===== src/rtl/ecg_moving_avg_filter.sv =====
// Power-of-two boxcar average over the last 2^LOG2N ADC samples, one strobe per sample.
// Define ECG_MAF_DCREMOVE_EN to emit the average re-centred on mid-scale (two's complement).
module ecg_moving_avg_filter #(
  parameter int LOG2N = 3,
  parameter int DW    = 12
) (
  input  logic          clk,
  input  logic          rst_n,
  input  logic [DW-1:0] data_in,
  input  logic          dv_in,
  output logic [DW-1:0] data_out,
  output logic          dv_out,
  output logic          primed,
  output logic          overrun
);

  localparam int N  = 1 << LOG2N;
  localparam int SW = DW + LOG2N;
  localparam logic [LOG2N:0] N_CNT = {1'b1, {LOG2N{1'b0}}};

  typedef enum logic [1:0] {
    IDLE   = 2'd0,
    READ   = 2'd1,
    UPDATE = 2'd2,
    OUT    = 2'd3
  } state_t;

  state_t state, state_nxt;

  logic            dv_d;
  logic            sample_evt;
  logic [DW-1:0]   sample;
  logic [DW-1:0]   old;
  logic [SW-1:0]   sum;
  logic [LOG2N-1:0] wr_ptr;
  logic [LOG2N:0]  count;
  logic [DW-1:0]   mem [N];

  // Truncating divide by N: keep the top DW bits of the running sum.
  function automatic logic [DW-1:0] avg_of(input logic [SW-1:0] s);
    return s[SW-1:LOG2N];
  endfunction

  function automatic logic [DW-1:0] out_fmt(input logic [DW-1:0] avg);
`ifdef ECG_MAF_DCREMOVE_EN
    // Subtracting mid-scale from an unsigned word is an MSB flip.
    return avg ^ {1'b1, {(DW-1){1'b0}}};
`else
    return avg;
`endif
  endfunction

  assign sample_evt = dv_in & ~dv_d;

  always_ff @(posedge clk or negedge rst_n) begin
    if (!rst_n) state <= IDLE;
    else        state <= state_nxt;
  end

  always_comb begin
    state_nxt = state;
    unique case (state)
      IDLE:    if (sample_evt) state_nxt = READ;
      READ:    state_nxt = UPDATE;
      UPDATE:  state_nxt = OUT;
      OUT:     state_nxt = IDLE;
      default: state_nxt = IDLE;
    endcase
  end

  always_ff @(posedge clk or negedge rst_n) begin
    if (!rst_n) begin
      dv_d     <= 1'b0;
      sample   <= '0;
      old      <= '0;
      sum      <= '0;
      wr_ptr   <= '0;
      count    <= '0;
      data_out <= '0;
      dv_out   <= 1'b0;
      primed   <= 1'b0;
      overrun  <= 1'b0;
      for (int i = 0; i < N; i++) mem[i] <= '0;
    end else begin
      dv_d   <= dv_in;
      dv_out <= 1'b0;
      if (sample_evt && state != IDLE) overrun <= 1'b1;
      unique case (state)
        IDLE: begin
          if (sample_evt) sample <= data_in;
        end
        READ: begin
          old <= mem[wr_ptr];
        end
        // Window invariant: sum == sum of mem[], so add-then-subtract stays in range.
        UPDATE: begin
          sum         <= sum + SW'(sample) - SW'(old);
          mem[wr_ptr] <= sample;
          wr_ptr      <= wr_ptr + 1'b1;
          if (count != N_CNT) count <= count + 1'b1;
        end
        OUT: begin
          data_out <= out_fmt(avg_of(sum));
          dv_out   <= 1'b1;
          primed   <= (count == N_CNT);
        end
        default: ;
      endcase
    end
  end

endmodule


===== config.mk =====
export PLATFORM = sky130hd
export DESIGN_NAME = ecg_moving_avg_filter
export DESIGN_NICKNAME = d
export VERILOG_FILES = /design/src/rtl/ecg_moving_avg_filter.sv
export SDC_FILE = /design/constraint.sdc
export NUM_CORES = 1
export LEC_CHECK = 0
export CORE_MARGIN = 10
export CORE_UTILIZATION = 66
export DETAILED_ROUTE_END_ITERATION = 10
export PLACE_DENSITY = 0.85
export SYNTH_ARGS = -nofsm -noshare
export SYNTH_HDL_FRONTEND = slang
export SYNTH_SLANG_ARGS = --single-unit
export TNS_END_PERCENT = 10

===== constraint.sdc =====
create_clock -name clk -period 4.15 [get_ports clk]
set_input_delay 0.415 -clock clk [delete_from_list [all_inputs] [get_ports clk]]
set_output_delay 0.415 -clock clk [all_outputs]
set_load 0.01 [all_outputs]

Word-level counts from Yosys, hierarchy flattened
Index checks and enable logic that the tools add are counted.

word-level totals
  flip-flop bits (word level) = 160
  word-level logic and storage cells = 49

operators by class
  reductions and logical operators = 6
  muxes and demuxes = 9
  add/subtract/negate cells = 4
  eq/ne operators = 6
  $lt $le $gt $ge = 2
  bitwise operators = 3

operators by type and width
  operator                                                                count
  96-bit bitwise mux                                                      1
  12-bit binary-select mux with 3-bit select                              1
  12-bit demux with 3-bit select                                          1
  12-bit two-way mux                                                      3
  15-bit by 12-bit adder with 15-bit output                               1
  15-bit by 12-bit subtractor with 15-bit output                          1
  2-bit one-hot mux with 4 select lines                                   1
  4-bit by 1-bit adder with 4-bit output (second input constant)          1
  2-bit equality test (second input constant)                             2
  4-bit equality test (second input constant)                             1
  4-bit greater-or-equal comparator (second input constant)               1
  4-bit by 1-bit < comparator with 1-bit output (second input constant)   1
  4-bit != test (second input constant)                                   1
  3-bit NOT with 4-bit output                                             1
  2-bit AND reduction                                                     2
  3-bit by 1-bit adder with 3-bit output (second input constant)          1
  2-bit by 1-bit equality test with 1-bit output (second input constant)  1
  1-bit logical AND                                                       2
  2-bit zero test                                                         1
  2-bit two-way mux                                                       1
  2-bit != test (second input constant)                                   1
  2-bit nonzero test                                                      1
  1-bit bitwise AND                                                       1
  1-bit two-way mux                                                       1
  1-bit NOT                                                               1

Logic depth before layout (Yosys ltp)
  depth in word-level cells = 6
  depth in mapped cells = 11
  mapped depth without buffers = 11

Worst setup path after synthesis
No wires, ideal clock.

  kind = register to register
  start point = register sample[1]
  end point = register sum[8]
  cell stages (with the launch flop) = 11
  setup slack = 1.642 ns
  arrival time = 2.369 ns
  cell sequence = dfrtp_1 > inv_1 > fa_1 > inv_1 > fa_1 > a21oi_1 > nor2_1 > or2_1 > a31oi_1 > xor2_1 > mux2i_1

on the way
  word-level cells in the longest chain between the ends = 2

ends and longest elaborated chain
  item                                            line  text
  start: declaration                              32    logic [DW-1:0] sample;
  start signal: assignment                        90    if (sample_evt) sample <= data_in;
  15-bit by 12-bit adder with 15-bit output       97    sum <= sum + SW'(sample) - SW'(old);
  15-bit by 12-bit subtractor with 15-bit output  97
  end signal: assignment                          97
  end: declaration                                34    logic [SW-1:0] sum;

No other way between the ends.
A chain may end at the register's enable or synchronous reset.

Final worst setup path
  start point = register sample[8]
  end point = register sum[13]

The elaborated chain is that of the path after synthesis.

==> reports/qor.yml <==
outcome: "complete, no violations"
arrival_ns: 3.09
hp-class: "in -> async"
htree_levels: 4
num_io_pins: 30
yosys_warnings: 0
ctsRootBufferMaster: "clkbuf_16"
cp.required_ns: 4.45
dieArea_mm2: 0.0165
path_cells: "inv_1 > fa_1 > inv_1 > ha_1 > a21oi_1 > o21ai_1 > a221oi_2 > a21bo_1 > xnor2_1 > mux2i_1"
cts.clk_slew.worst_paths_ns: 0.06
synthFlopType: "dfrtp_1"
ys_seq_elements: 160
ys_types: 45
cpPeakStageDelay_ns: 0.55
grt_max_degree: 103
cts_hold_buffers: 0
post-route-drc-count: 0
synth_seq_area_share_pct: 51.7
vias: 4990
max_freq_mhz: 358
cp_slowest_cell: "fa_1"
insertion_delay_ns: 0.43
core_area_mm2: 0.0115
yosysTopAreaCell: "dfrtp_1"
finish.utilization_pct: 75.8
rsz0062_at_grt: "false"
synth_edf_count: 0
relSlewSlack_pct: 31.3
cts_resized: 0
multiInputGateArea_mm2: 0.00337
start_util_pct: 67.5
ff_latch_area_mm2: 0.00401
max-cap-violations: 0
period_minus_slack_ns: 2.79
grt_use_total_pct: 21.1
areaGrowthSynthToFinish_pct: 12.3
finalCritPeriodShare_pct: 67.3
synth_cells: 631
cts_made_buffers: 17
wl_per_cell_um: 19.8
synth_nets: 680
reg2reg_depth: 10
drv_slew: 0
yosys.area.top_type_share_pct: 51.7
first_global_vias: 5240
clock-sinks: 160
avgSynthCellArea_um2: 12.3
cts_setup_buffers: 0
finalClockSkew_ns: 0.00859
grt_pass1_wl_mm: 27.1
place.gp.congestion: 0.866
rows: 39
path_delay_family: "adder cells"
portBuffers: 29
diodes: 0
end_kind: "flip-flop"
dr.pass1.iters: 4
wl_mm: 16.2
crit_cells: 10
synth_area_mm2: 0.00774
layout-drive-gt1-share_pct: 23.0
first_iter_violations: 425
cp_common_cell: "inv_1"
worstSetupPathType: "reg -> reg"
worstPathMaxFanout: 6
hpwlAfterDp_mm: 10.7
regToRegSetupSlack_ns: 1.36
synthTopCellsByArea: "dfrtp_1 52%, mux2_2 11%, mux4_2 7.0%, ha_1 3.6%, fa_1 3.1%"
hold_violations: 0
antenna_found_initial: 0
ant_nets: 0
overflow: 0
fill_cells: 706
crit_buf_inv: 2
async_reset_ff_share_pct: 100
fin_setup_tns_ns: 0
die_h_um: 128
setup_viol: 0
reg2reg_from: "sample[8]$_DFFE_PN0P_"
startpoint: "sample[8]$_DFFE_PN0P_"
cts_tree: "done"
layout.nets: 712
clk_path_buf_depth: 2
startpoint_type: "flip-flop"
tightest_slew_ns: 1.03
die_x_um: 128
viasPerCell: 6.12
[area by class of cell]
| cell class | instances | share of cell area (%) |
|---|---|---|
| Sequential cell | 160 | 46.1 |
| Timing Repair Buffer | 42 | 4.62 |
| Multi-Input combinational cell | 385 | 38.8 |
| Clock buffer | 20 | 5.26 |
| Tap cell | 143 | 2.06 |
| Inverter | 57 | 2.46 |
| Clock inverter | 9 | 0.720 |
[per-stage QoR]
step | std cells | area [um2] | setup WS, ns | hold WS, ns
floorplan | 631 | 7740 | 1.64 | 0.119
global placement | 787 | 8170 | 1.48 | 0.456
detailed placement | 787 | 8170 | 1.38 | 0.469
CTS | 816 | 8690 | 1.36 | 0.126
global route | 816 | 8690 | 1.13 | 0.146
finish | 816 | 8690 | 1.36 | 0.0780
[routing by layer]
metal / GRT usage, % / vias up / part of all wire (%)
met2: 32.3 / 155 / 48
met4: 10.7 / 0 / 3.6
li1: - / 2252 / -
met3: 5.62 / 41 / 6.4
met1: 27.1 / 2542 / 42
met5: 0 / - / 0
[cells in the final DEF (no fill, tap or decap), types with 3 or more instances in the layout]
master and instances:
a21o_1 5, o21ai_1 20, o21ai_0 42, mux4_2 24, a21oi_1 21, clkdlybuf4s50_1 28, ha_1 22, xor2_1 5
clkinv_2 3, xnor2_1 10, a31oi_1 3, nand2_1 64, clkbuf_16 17, clkinvlp_4 4, nor2_1 22, nand4b_1 3
mux2_2 79, buf_4 12, mux2i_1 17, dfrtp_1 159, fa_1 12, nand4_1 3, inv_1 57, nor3b_2 3
nand3_1 5
[cell usage after synthesis (2+ instances only)]
library cell	count
a211oi_1	2
a21o_1	5
a21oi_1	21
a31oi_1	3
buf_1	4
buf_2	9
buf_4	4
buf_6	2
clkbuf_1	10
dfrtp_1	160
fa_1	12
ha_1	22
inv_1	57
mux2_2	79
mux2i_1	17
mux4_2	24
nand2_1	64
nand2b_1	2
nand3_1	5
nand4_1	3
nand4b_1	3
nor2_1	22
nor3_2	2
nor3b_2	3
o21a_1	2
o21ai_0	42
o21ai_1	20
o21bai_1	2
xnor2_1	10
xor2_1	5
[worst paths after layout]
kind                                      endpoint
hold / removal             data_out[4]$_DFFE_PN0P_
hold reg to reg               count[3]$_DFFE_PN0P_
setup / recovery               sum[13]$_DFFE_PN0P_
setup reg to reg               sum[13]$_DFFE_PN0P_
min in group clk              count[3]$_DFFE_PN0P_
max in group asynchronous     state[0]$_DFFE_PN0P_
[state kept, by name, indices dropped and copies added (netlist names)]
| name | flops |
|---|---|
| primed | 1 |
| dv_d | 1 |
| sample | 12 |
| wr_ptr | 3 |
| mem | 96 |
| sum | 15 |
| state | 2 |
| dv_out | 1 |
| data_out | 12 |
| overrun | 1 |
| old | 12 |
| count | 4 |
[cells by family after synthesis]
kind of cell | after synthesis | synth area share (%)
adders and majority gates | 34 | 6.66
AOI/OAI and AO/OA | 107 | 8.04
buffers and inverters | 86 | 4.71
xor gates and xnor gates | 15 | 1.70
muxes | 121 | 20.8
and+or+nand+nor | 108 | 6.32
DFF | 160 | 51.7
[worst reg2reg max path, delay by kind of cell, from the launching register on]
family          cells  cell delay [ns]
xor+xnor            1             0.13
buf+inv             2             0.20
compound gates      4             0.89
mux                 1             0.08
fa+ha+maj           2             0.93
flops               1             0.44
Power is left out: the tool's default activity adds up to more than one toggle a clock period on the data nets, which glitch-free logic cannot reach.
